===== src/rtl/fetch_unit.sv =====
// fetch_unit
//   Fetch stage for the ARM core. Owns the PC, drives the instruction memory
//   address combinationally from it, and captures each returned word together
//   with its PC into a small in-order FIFO. Instructions are handed to decode
//   over a valid/ready handshake. A branch redirect flushes every queued fetch
//   and reloads the PC in one cycle.
//
// Parameters
//   RESET_PC  PC loaded on reset (low two bits forced to zero)
//   DEPTH     FIFO entries, power of two in the range 2..8
//
// Ports
//   clk            rising-edge clock
//   reset          synchronous, active-high reset
//   imem_addr      byte address to instruction memory (always the PC)
//   imem_rd        instruction word returned for imem_addr in the same cycle
//   branch_valid   redirect request
//   branch_target  redirect byte address (bits [1:0] ignored)
//   dec_valid      FIFO head holds a valid instruction
//   dec_ready      decode accepts the head this cycle
//   dec_instr      head instruction word, 0 when dec_valid is low
//   dec_pc         head instruction address, 0 when dec_valid is low
//   dec_pc_plus8   dec_pc + 8 (ARM PC read value), 0 when dec_valid is low

module fetch_unit #(
  parameter logic [31:0] RESET_PC = 32'h0000_0000,
  parameter int          DEPTH    = 2
) (
  input  logic        clk,
  input  logic        reset,
  output logic [31:0] imem_addr,
  input  logic [31:0] imem_rd,
  input  logic        branch_valid,
  input  logic [31:0] branch_target,
  output logic        dec_valid,
  input  logic        dec_ready,
  output logic [31:0] dec_instr,
  output logic [31:0] dec_pc,
  output logic [31:0] dec_pc_plus8
);

  localparam int              PTR_W            = $clog2(DEPTH);
  localparam logic [PTR_W:0]  FULL_COUNT       = (PTR_W + 1)'(DEPTH);
  localparam logic [31:0]     WORD_MASK        = 32'hFFFF_FFFC;
  localparam logic [31:0]     RESET_PC_ALIGNED = RESET_PC & WORD_MASK;

  logic [31:0]      pc;
  logic [31:0]      fifo_pc    [DEPTH];
  logic [31:0]      fifo_instr [DEPTH];
  logic [PTR_W-1:0] rd_ptr;
  logic [PTR_W-1:0] wr_ptr;
  logic [PTR_W:0]   count;

  logic head_valid;
  logic pop;
  logic push;

  assign imem_addr  = pc;
  assign head_valid = (count != '0);

  // A branch cancels both sides of the handshake: the head shown during a
  // redirect cycle is discarded by the flush rather than consumed, and the
  // word arriving on imem_rd belongs to the wrong path.
  // A pop frees a slot in the same edge, so a full FIFO still accepts a push
  // when decode is draining it.
  assign pop  = head_valid & dec_ready & ~branch_valid;
  assign push = ~branch_valid & ((count != FULL_COUNT) | (head_valid & dec_ready));

  // PC, pointers and occupancy. Pointers wrap naturally because DEPTH is a
  // power of two; count carries one extra bit to tell full from empty.
  always_ff @(posedge clk) begin
    if (reset) begin
      pc     <= RESET_PC_ALIGNED;
      rd_ptr <= '0;
      wr_ptr <= '0;
      count  <= '0;
    end else if (branch_valid) begin
      pc     <= branch_target & WORD_MASK;
      rd_ptr <= '0;
      wr_ptr <= '0;
      count  <= '0;
    end else begin
      if (push) begin
        pc     <= pc + 32'd4;
        wr_ptr <= wr_ptr + PTR_W'(1);
      end
      if (pop) begin
        rd_ptr <= rd_ptr + PTR_W'(1);
      end
      unique case ({push, pop})
        2'b10:   count <= count + (PTR_W + 1)'(1);
        2'b01:   count <= count - (PTR_W + 1)'(1);
        default: count <= count;
      endcase
    end
  end

  // Entry storage carries no reset: stale contents are never visible because
  // the outputs are gated by the occupancy count.
  always_ff @(posedge clk) begin
    if (!reset && push) begin
      fifo_pc[wr_ptr]    <= pc;
      fifo_instr[wr_ptr] <= imem_rd;
    end
  end

  // Decode sees the registered head only; dec_ready never reaches these
  // outputs combinationally.
  assign dec_valid    = head_valid;
  assign dec_instr    = head_valid ? fifo_instr[rd_ptr] : 32'd0;
  assign dec_pc       = head_valid ? fifo_pc[rd_ptr] : 32'd0;
  assign dec_pc_plus8 = head_valid ? (fifo_pc[rd_ptr] + 32'd8) : 32'd0;

endmodule


===== config.mk =====
export PLATFORM = sky130hd
export DESIGN_NAME = fetch_unit
export DESIGN_NICKNAME = d
export VERILOG_FILES = /design/src/rtl/fetch_unit.sv
export SDC_FILE = /design/constraint.sdc
export NUM_CORES = 1
export LEC_CHECK = 0
export BUFFER_PORTS_ARGS = -buffer_cell sky130_fd_sc_hd__buf_2
export CORE_MARGIN = 2
export CORE_UTILIZATION = 57
export CTS_CLUSTER_SIZE = 28
export DETAILED_ROUTE_END_ITERATION = 12
export GPL_TIMING_DRIVEN = 0
export PLACE_DENSITY_LB_ADDON = 0.3
export REMOVE_ABC_BUFFERS = 1
export SKIP_LAST_GASP = 1
export SYNTH_ARGS = -nofsm -noshare
export SYNTH_HDL_FRONTEND = slang
export SYNTH_SLANG_ARGS = --single-unit

===== constraint.sdc =====
create_clock -name clk -period 12 [get_ports clk]
set_clock_uncertainty 0.2 [all_clocks]
set_input_delay 1.2 -clock clk [delete_from_list [all_inputs] [get_ports clk]]
set_output_delay 1.2 -clock clk [all_outputs]
set_load 0.01 [all_outputs]

==> results of run 1 <==
## flip-flops by register name, indices dropped and copies added (netlist names), named ones only
| signal | cells |
|---|---|
| rd_ptr | 1 |
| count | 2 |
| wr_ptr | 1 |
| imem_addr | 30 |
| fifo_pc | 60 |
| fifo_instr | 64 |
## area by class of cell
| type | count | area (um2) | share of cell area, % |
|---|---|---|---|
| Tap cell | 176 | 220 | 2.38 |
| Multi-Input combinational cell | 436 | 2910 | 31.4 |
| Timing Repair Buffer | 200 | 1100 | 11.9 |
| Clock inverter | 13 | 145 | 1.57 |
| Clock buffer | 19 | 433 | 4.69 |
| Sequential cell | 159 | 4430 | 47.9 |
| Inverter | 2 | 7.51 | 0.0812 |
## path summary, 6_finish.rpt
check                      to  slack (ns)  depth (start not counted)
min            fifo_pc[0][31]        0.32                          0
max          dec_pc_plus8[18]        7.01                          7
min reg2reg    fifo_pc[0][31]        0.32                          0
max reg2reg          count[1]        8.84                          7
## per-stage QoR
stage,cells,hold slack (ns)
floorplan,597,0.272
global placement,961,0.285
detailed placement,973,0.313
CTS,1005,0.325
global route,1005,0.334
finish,1005,0.323
## where the power goes
group          switching [W]  internal [W]
registers          0.0000213      0.000618
logic              0.0000690     0.0000489
clock network       0.000202      0.000324
total               0.000293      0.000990
## synth_stat cells (10+ instances only)
| master | n | area share, % |
|---|---|---|
| edfxtp_1 | 124 | 49 |
| nor2_1 | 108 | 5.4 |
| mux2i_1 | 58 | 7.7 |
| nand2_1 | 40 | 2.0 |
| dfxtp_1 | 35 | 9.3 |
| a211oi_1 | 23 | 2.3 |
| xor2_1 | 23 | 2.7 |
| nand3_1 | 21 | 1.4 |
| nand4_1 | 21 | 1.7 |
| clkbuf_1 | 18 | 0.90 |
| xnor2_1 | 17 | 2.0 |
| buf_4 | 15 | 1.5 |
| o21ai_0 | 14 | 0.93 |
| and2_1 | 11 | 0.91 |
| a21oi_1 | 10 | 0.66 |
## critical path: stages (launching register included)
cell and delay [ns]:
dfxtp_4 0.75, buf_16 0.34, nand3_1 0.17, a22oi_2 0.75, nand3_1 0.24, a211oi_1 0.38, mux2_2 0.38, buf_2 0.15
## kinds of logic after synthesis
family	Yosys count	synth area share (%)
muxes	63	8.45
other	1	0.0498
xor gates and xnor gates	40	4.65
buffers and inverters	44	3.22
adders and majority gates	3	0.498
DFF	159	58.7
and+or+nand+nor	255	17.5
AOI/OAI and AO/OA	69	6.92
## metal layers
| layer | share of wire, % | vias up | track usage, % |
|---|---|---|---|
| li1 | - | 2702 | - |
| met1 | 42 | 2659 | 31.5 |
| met2 | 50 | 218 | 40.3 |
| met3 | 5.7 | 37 | 5.03 |
| met4 | 2.8 | 0 | 11.3 |
| met5 | 0 | - | 0 |
==> results.sh, run 1 <==
export IMPL_clk_path_buf_depth=2
export IMPL_status="finished, final reports clean"
export IMPL_place_area_um2=8660
export IMPL_io_pins=197
export IMPL_power_w=0.00128
export IMPL_worst_pin_slew_ns=1.06
export IMPL_reg2reg_from="count[0]"
export IMPL_worst_ep_required_time_ns=10.60
export IMPL_port_buffers=188
export IMPL_core_area_um2=13100
export IMPL_start_util_pct=57.6
export IMPL_hold_class="reg2reg"
export IMPL_cts_root_buf="clkbuf_16"
export IMPL_finalNetCount=887
export IMPL_cp_start_kind="register"
export IMPL_worst_ep_arrival_time_ns=3.59
export IMPL_fmax_ghz=0.200
export IMPL_antenna_cells=0
export IMPL_path_class="reg2out"
export IMPL_gp_routability_congestion=0.901
export IMPL_drv_slew=0
export IMPL_final_min_clock_period_ns=4.99
export IMPL_h_tree_depth=4
export IMPL_dieHeight_um=119
export IMPL_synth_seq_cells=159
export IMPL_drt_iter0_drc=361
export IMPL_setup_viol=0
export IMPL_rows=42
export IMPL_grt_pass1_vias=5288
export IMPL_drtPass1Iterations=5
export IMPL_grt_use_total_pct=24.6
export IMPL_path_clk_slew_ns=0.06
export IMPL_die_area_um2=14200
export IMPL_overflow=0
export IMPL_yosysSeqAreaShare_pct=58.7
export IMPL_critPathCaptureType="primary output"
export IMPL_fin_util_pct=70.6
export IMPL_stdcell_area_um2=9240
export IMPL_drc=0
export IMPL_ys_flop_type="edfxtp_1"
export IMPL_syn_inst=634
export IMPL_synth_edff_count=124
export IMPL_hold_viol=0
export IMPL_area_growth_pct=22.6
export IMPL_via_per_inst=5.59
export IMPL_insertion_delay_ns=0.42
export IMPL_grt_max_degree=56
export IMPL_fill_cells=962
export IMPL_cts_resized_gates=0
export IMPL_hold_start="imem_addr[31]"
export IMPL_numCtsBuffers=17
export IMPL_cts_setup_buffers=0
export IMPL_power_density_nw_per_um2=139
export IMPL_async_reset_ff_share_pct=0
export IMPL_dpl_hpwl_um=12100
export IMPL_fin_crit_sh_pct=41.6
export IMPL_final_layout_size_suffix_gt1_share_pct=30.3
export IMPL_antenna_found_initial=0
export IMPL_leakage_nw=3.60
export IMPL_wl_per_cell_um=16.9
export IMPL_final_common_cell="buf_2"
export IMPL_clock_sinks=159
export IMPL_maxCapViolations=0
export IMPL_mostFrequentLayoutCells="buf_2, edfxtp_1, nor2_1, mux2i_1, nand2_1"
export IMPL_slew_headroom_pct=29.4
export IMPL_grt_pass1_wl_um=26900
export IMPL_drt_wl_total_um=17000
export IMPL_synth_cell_types=58
export IMPL_setup_slack_ns=7.01
export IMPL_tritoncts="yes"
export IMPL_peakVddDrop_uv=86.9
export IMPL_syn_avg_cell_area_um2=11.9
export IMPL_ant_nets=0
export IMPL_finalSetupTns_ns=0
export IMPL_ctsHoldBuffers=0
export IMPL_vias=5616
export IMPL_ys_warn_count=0
export IMPL_crit_fanout=48
export IMPL_rsz0062_at_grt="no"
export IMPL_dp_slack_ns=7.44
export IMPL_netlist_area_um2=7540
export IMPL_fp_dieW_um=119
Power figures use the tool's default switching activity.
==> run 2: changes to the inputs <==
- CORE_UTILIZATION: 57 -> 53
- clock period: 12 -> 4.76 ns (I/O delays scaled with it)
==> run 2 against run 1 <==
- cell count rose by 0.40%
- critical path type unchanged
- combinational power grew to 2.5 times the previous value
- first-iteration DRC count down 4.7%
- via count shrank 0.69%
- count of clock-buffer cells in the layout up 6
- critical endpoint unchanged
==> results.sh, run 2 (synthesis results as in run 1) <==
export IMPL_die_area_um2=15200
export IMPL_clk_path_buf_depth=2
export IMPL_stdcell_area_um2=9300
export IMPL_reg2reg_to="count[1]"
export IMPL_maxCapViolations=0
export IMPL_dieHeight_um=123
export IMPL_h_tree_depth=4
export IMPL_ant_nets=0
export IMPL_worst_ep_required_time_ns=4.08
export IMPL_antenna_found_initial=0
export IMPL_grt_use_total_pct=22.3
export IMPL_core_area_um2=13900
export IMPL_gp_routability_congestion=0.858
export IMPL_via_per_inst=5.53
export IMPL_p_int_w=0.00258
export IMPL_peakVddDrop_uv=220
export IMPL_area_growth_pct=23.4
export IMPL_drc=0
export IMPL_tritoncts="yes"
export IMPL_vias=5577
export IMPL_port_buffers=188
export IMPL_pwr_share_comb_pct=8.9
export IMPL_final_min_clock_period_ns=4.19
export IMPL_slew_headroom_pct=34.8
export IMPL_place_area_um2=8670
export IMPL_dp_cells=977
export IMPL_cts_setup_buffers=0
export IMPL_p_seq_share_pct=48.5
export IMPL_cp_common_cell="nand3_1"
export IMPL_worst_pin_slew_ns=0.976
export IMPL_drt_wl_total_um=17000
export IMPL_start_util_pct=54.3
export IMPL_crit_fanout=51
export IMPL_hold_start="imem_rd[24]"
export IMPL_cts_resized_gates=0
export IMPL_numCtsBuffers=17
export IMPL_p_clk_share_pct=42.6
export IMPL_grt_pass1_vias=5301
export IMPL_finalNetCount=887
export IMPL_largest_reg_flops=64
export IMPL_overflow=0
export IMPL_drtPass1Iterations=5
export IMPL_cts_root_buf="clkbuf_16"
export IMPL_crit_family="compound AO/OA/AOI/OAI gates"
export IMPL_area_sequential_um2=4430
export IMPL_switchingPower_w=0.000747
export IMPL_leakage_nw=3.62
export IMPL_crit_buf_inv=2
export IMPL_path_class="reg2out"
export IMPL_rr_worst_depth=8
export IMPL_largest_register="fifo_instr"
export IMPL_critPathCaptureType="primary output"
export IMPL_mostFrequentLayoutCells="buf_2, edfxtp_1, nor2_1, mux2i_1, nand2_1"
export IMPL_hold_viol=0
export IMPL_multi_input_area_um2=2910
export IMPL_fin_util_pct=67.0
export IMPL_cp_start_kind="register"
export IMPL_drt_iter0_drc=344
export IMPL_whs_endpoint="fifo_instr[0][24]"
export IMPL_drv_slew=0
export IMPL_setup_viol=0
export IMPL_worst_ep_arrival_time_ns=3.51
export IMPL_switching_share_pct=22.5
export IMPL_power_density_nw_per_um2=357
export IMPL_fmax_ghz=0.239
export IMPL_dpl_hpwl_um=12100
export IMPL_finalSetupTns_ns=0
export IMPL_fin_crit_sh_pct=88.0
export IMPL_fp_dieW_um=123
export IMPL_grt_pass1_wl_um=25900
export IMPL_io_pins=197
export IMPL_hold_class="in2reg"
export IMPL_status="finished, final reports clean"
export IMPL_clock_sinks=159
export IMPL_max_stage_delay_ns=0.79
export IMPL_holdPathStages=1
export IMPL_insertion_delay_ns=0.42
export IMPL_rows=43
export IMPL_final_common_cell="buf_2"
export IMPL_rsz0062_at_grt="no"
export IMPL_ctsHoldBuffers=0
export IMPL_path_clk_slew_ns=0.06
export IMPL_antenna_cells=0
export IMPL_critPathSlowestCell="dfxtp_4"
export IMPL_rrSetupSlack_ns=1.60
export IMPL_fill_cells=1061
export IMPL_fin_cells=1009
export IMPL_final_layout_size_suffix_gt1_share_pct=30.4
export IMPL_cp_cell_sequence="buf_16 -> nand3_1 -> a22oi_2 -> nand3_1 -> a211oi_1 -> mux2_2 -> buf_2"
export IMPL_reg2reg_from="count[0]"
export IMPL_wl_per_cell_um=16.8
export IMPL_grt_max_degree=56
-- run 2: cell types whose count changed in the layout (fill, tap and decap cells not counted), sizes merged --
cell    delta
clkbuf     +6
bufinv     -1
inv        -1
clkinv     -4
-- run 2: power groups by stage --
stage / clock network, W / registers, W / logic, W
2_1_floorplan: 0 / 0.00164 / 0.000156
3_3_place_gp: 0 / 0.00165 / 0.000281
3_5_place_dp: 0 / 0.00164 / 0.000297
4_1_cts: 0.00144 / 0.00161 / 0.000299
5_1_grt: 0.00150 / 0.00162 / 0.000327
6_report: 0.00142 / 0.00161 / 0.000297
-- run 2: how the worst max path moves through the flow --
stage	depth (start not counted)	slack, ns	start	end
2_1_floorplan	2	-1.39	branch_valid	fifo_instr[1][0]
3_3_place_gp	3	-4.09	reset	fifo_instr[1][25]
3_5_place_dp	7	1.00	register	dec_pc_plus8[18]
4_1_cts	7	0.53	register	dec_pc_plus8[18]
5_1_grt	7	0.30	register	dec_pc_plus8[18]
6_report	7	0.57	register	dec_pc_plus8[18]
-- run 2: routing by layer --
metal	up-vias	GRT usage [%]	part of all wire, %
met3	35	5.26	5.7
met5	-	0	0
met1	2642	27.9	42
li1	2692	-	-
met2	208	37.4	50
met4	0	9.09	2.4
-- run 2: final cells by class --
class                   instances  area share (%)
flip-flops and latches        159            47.6
multi-input cells             436            31.2
repair buffers                200            11.8
clock buffers                  25            5.81
well taps                     180            2.42
clock inverters                 7            1.01
inverters                       2          0.0807
-- run 2: per-stage QoR --
stage / hold slack [ns] / worst slack (ns) / power, W
after detailed placement: 0.298 / 1.00 / 0.00194
after global placement: 0.283 / -4.09 / 0.00193
after global routing: 0.0184 / 0.300 / 0.00345
after CTS: 0.0214 / 0.533 / 0.00335
final: 0.0320 / 0.572 / 0.00333
after floorplan: 0.272 / -1.39 / 0.00180
==> run 3: changes to the inputs <==
- ABC_AREA: not set -> 1
- CORE_UTILIZATION: 53 -> 54
- GPL_TIMING_DRIVEN: 0 -> 1
==> run 3 against run 2 <==
- count of clock-buffer cells in the layout down 6
- clock power hardly changed
- synthesized cell count is 68% higher
- core utilization decreased by 0.86 points
- sequential cell count unchanged
- maximum frequency up 4.4%
- critical endpoint is now dec_pc_plus8[15]
- largest power group unchanged
==> results.sh, run 3 <==
export IMPL_rrSetupSlack_ns=1.88
export IMPL_ys_warn_count=0
export IMPL_place_area_um2=9450
export IMPL_slew_headroom_pct=31.1
export IMPL_status="finished, final reports clean"
export IMPL_area_growth_pct=19.6
export IMPL_dp_slack_ns=1.20
export IMPL_rr_worst_depth=5
export IMPL_path_class="reg2out"
export IMPL_hold_viol=0
export IMPL_synth_area_leader_cell="edfxtp_1"
export IMPL_maxCapViolations=0
export IMPL_worst_pin_slew_ns=1.03
export IMPL_via_per_inst=5.33
export IMPL_drt_iter0_drc=626
export IMPL_largest_reg_flops=64
export IMPL_reg2reg_from="count[0]"
export IMPL_crit_fanout=52
export IMPL_synth_cell_types=39
export IMPL_power_w=0.00336
export IMPL_core_area_um2=15200
export IMPL_final_common_cell="nand2_1"
export IMPL_ys_flop_type="edfxtp_1"
export IMPL_finalNetCount=1314
export IMPL_drt_wl_total_um=21600
export IMPL_cp_cell_sequence="buf_4 -> nand2_1 -> nand2_1 -> ha_1 -> nand2_1 -> nor2_2 -> nand2_1 -> nor2_2 -> o21ai_1 -> a21oi_1 -> buf_2"
export IMPL_hold_start="imem_rd[11]"
export IMPL_dpl_hpwl_um=15000
export IMPL_insertion_delay_ns=0.44
export IMPL_path_clk_slew_ns=0.07
export IMPL_wl_per_cell_um=15.0
export IMPL_die_area_um2=16600
export IMPL_stdcell_area_um2=10100
export IMPL_critPathSlowestCell="dfxtp_2"
export IMPL_hold_class="in2reg"
export IMPL_setup_slack_ns=0.749
export IMPL_grt_use_total_pct=26.2
export IMPL_gp_routability_congestion=0.938
export IMPL_netlist_top_cells_count="nand2_1, nor2_1, edfxtp_1"
export IMPL_crit_buf_inv=2
export IMPL_antenna_cells=0
export IMPL_cp_common_cell="nand2_1"
export IMPL_final_min_clock_period_ns=4.01
export IMPL_h_tree_depth=4
export IMPL_dieHeight_um=129
export IMPL_leakage_nw=4.39
export IMPL_final_layout_size_suffix_gt1_share_pct=21.3
export IMPL_fp_dieW_um=129
export IMPL_peakVddDrop_uv=285
export IMPL_grt_pass1_wl_um=33300
export IMPL_whs_endpoint="fifo_instr[0][11]"
export IMPL_largest_register="fifo_instr"
export IMPL_setup_viol=0
export IMPL_synth_edff_count=124
export IMPL_grt_pass1_vias=6866
export IMPL_fin_util_pct=66.1
export IMPL_finalSetupTns_ns=0
export IMPL_worst_ep_required_time_ns=4.08
export IMPL_max_stage_delay_ns=0.76
export IMPL_yosysMostFrequentCell="nand2_1"
export IMPL_clk_path_buf_depth=2
export IMPL_cts_root_buf="clkbuf_16"
export IMPL_yosysSeqAreaShare_pct=52.6
export IMPL_rows=45
export IMPL_netlist_area_um2=8410
export IMPL_synth_top_area_share_pct=44.3
export IMPL_area_sequential_um2=4430
export IMPL_tritoncts="yes"
export IMPL_cts_resized_gates=0
export IMPL_critPathCaptureType="primary output"
export IMPL_async_reset_ff_share_pct=0
export IMPL_cts_setup_buffers=0
export IMPL_fin_crit_sh_pct=84.3
export IMPL_vias=7701
export IMPL_synth_seq_cells=159
export IMPL_start_util_pct=55.3
export IMPL_antenna_found_initial=0
export IMPL_drtPass1Iterations=5
export IMPL_worst_ep_arrival_time_ns=3.34
export IMPL_ant_nets=0
export IMPL_cp_start_kind="register"
export IMPL_reg2reg_to="fifo_pc[0][18]"
export IMPL_syn_inst=1068
export IMPL_grt_max_degree=79
export IMPL_port_buffers=188
export IMPL_power_density_nw_per_um2=334
export IMPL_io_pins=197
export IMPL_rsz0062_at_grt="no"
export IMPL_multi_input_area_um2=3410
export IMPL_synth_area_leaders="edfxtp_1, nand2_1, dfxtp_1, nor2_1, a21oi_1"
export IMPL_ctsHoldBuffers=0
export IMPL_drv_slew=0
export IMPL_mostFrequentLayoutCells="nand2_1, buf_2, nor2_1, edfxtp_1, inv_1"
export IMPL_clock_sinks=159
export IMPL_crit_family="simple AND/OR/NAND/NOR gates"
export IMPL_drc=0
export IMPL_numCtsBuffers=17
export IMPL_fill_cells=1256
export IMPL_overflow=0
export IMPL_fmax_ghz=0.249
export IMPL_syn_avg_cell_area_um2=7.88
export IMPL_holdPathStages=1
run 3: cell types whose count changed in the layout (fill, tap and decap cells not counted), moves of 12 or more:
| cell | before | now |
|---|---|---|
| xor2_1 | 23 | 5 |
| mux2i_1 | 58 | 1 |
| nor2_1 | 107 | 158 |
| nand4_1 | 21 | 9 |
| a21oi_1 | 10 | 71 |
| xnor2_1 | 17 | 2 |
| a211oi_1 | 23 | 0 |
| nand3_1 | 21 | 53 |
| inv_1 | 1 | 92 |
| nand2_1 | 40 | 377 |
| nor2_2 | 0 | 16 |
run 3: per-stage QoR:
stage                     std cells  hold WS, ns
after floorplan                1029        0.244
after global placement         1412        0.248
after detailed placement       1412        0.269
after CTS                      1444       0.0190
after global routing           1444       0.0111
final                          1444       0.0251
run 3: how the worst max path moves through the flow:
stage	to	slack [ns]	cells after the start
after floorplan	fifo_instr[0][0]	-1.11	4
after global placement	dec_pc_plus8[17]	1.25	11
after detailed placement	dec_pc_plus8[17]	1.20	11
after CTS	dec_pc_plus8[17]	0.73	11
after global routing	dec_pc_plus8[15]	0.44	11
final	dec_pc_plus8[15]	0.75	11
run 3: kinds of logic (layout without fill, tap and decap cells):
kind of cell | Yosys count | count (layout) | synth area share (%)
buffers and inverters | 140 | 323 | 7.32
other | 1 | 6 | 0.0446
AND/OR/NAND/NOR | 635 | 635 | 30.7
flip-flops | 159 | 159 | 52.6
AO/OA/AOI/OAI | 122 | 122 | 8.08
XOR/XNOR | 7 | 7 | 0.729
multiplexers | 1 | 1 | 0.119
adder cells (fa/ha/maj) | 3 | 3 | 0.446
run 3: final cells by class:
cell class | count | area share [%]
Tap cell | 188 | 2.34
Sequential cell | 159 | 44.0
Inverter | 96 | 3.58
Clock inverter | 13 | 1.75
Timing Repair Buffer | 195 | 10.1
Multi-Input combinational cell | 774 | 33.9
Clock buffer | 19 | 4.31
run 3: layer usage:
metal	vias to the layer above	wire length [um]	track usage, %
met1	3495	9040	34.4
met5	-	0	0
li1	3803	-	-
met4	0	459	9.85
met2	363	10200	42.9
met3	40	1930	5.70
run 3: power breakdown:
part,internal (W),switching [W]
Combinational,0.000120,0.000227
Clock,0.000837,0.000570
Sequential,0.00156,0.0000494
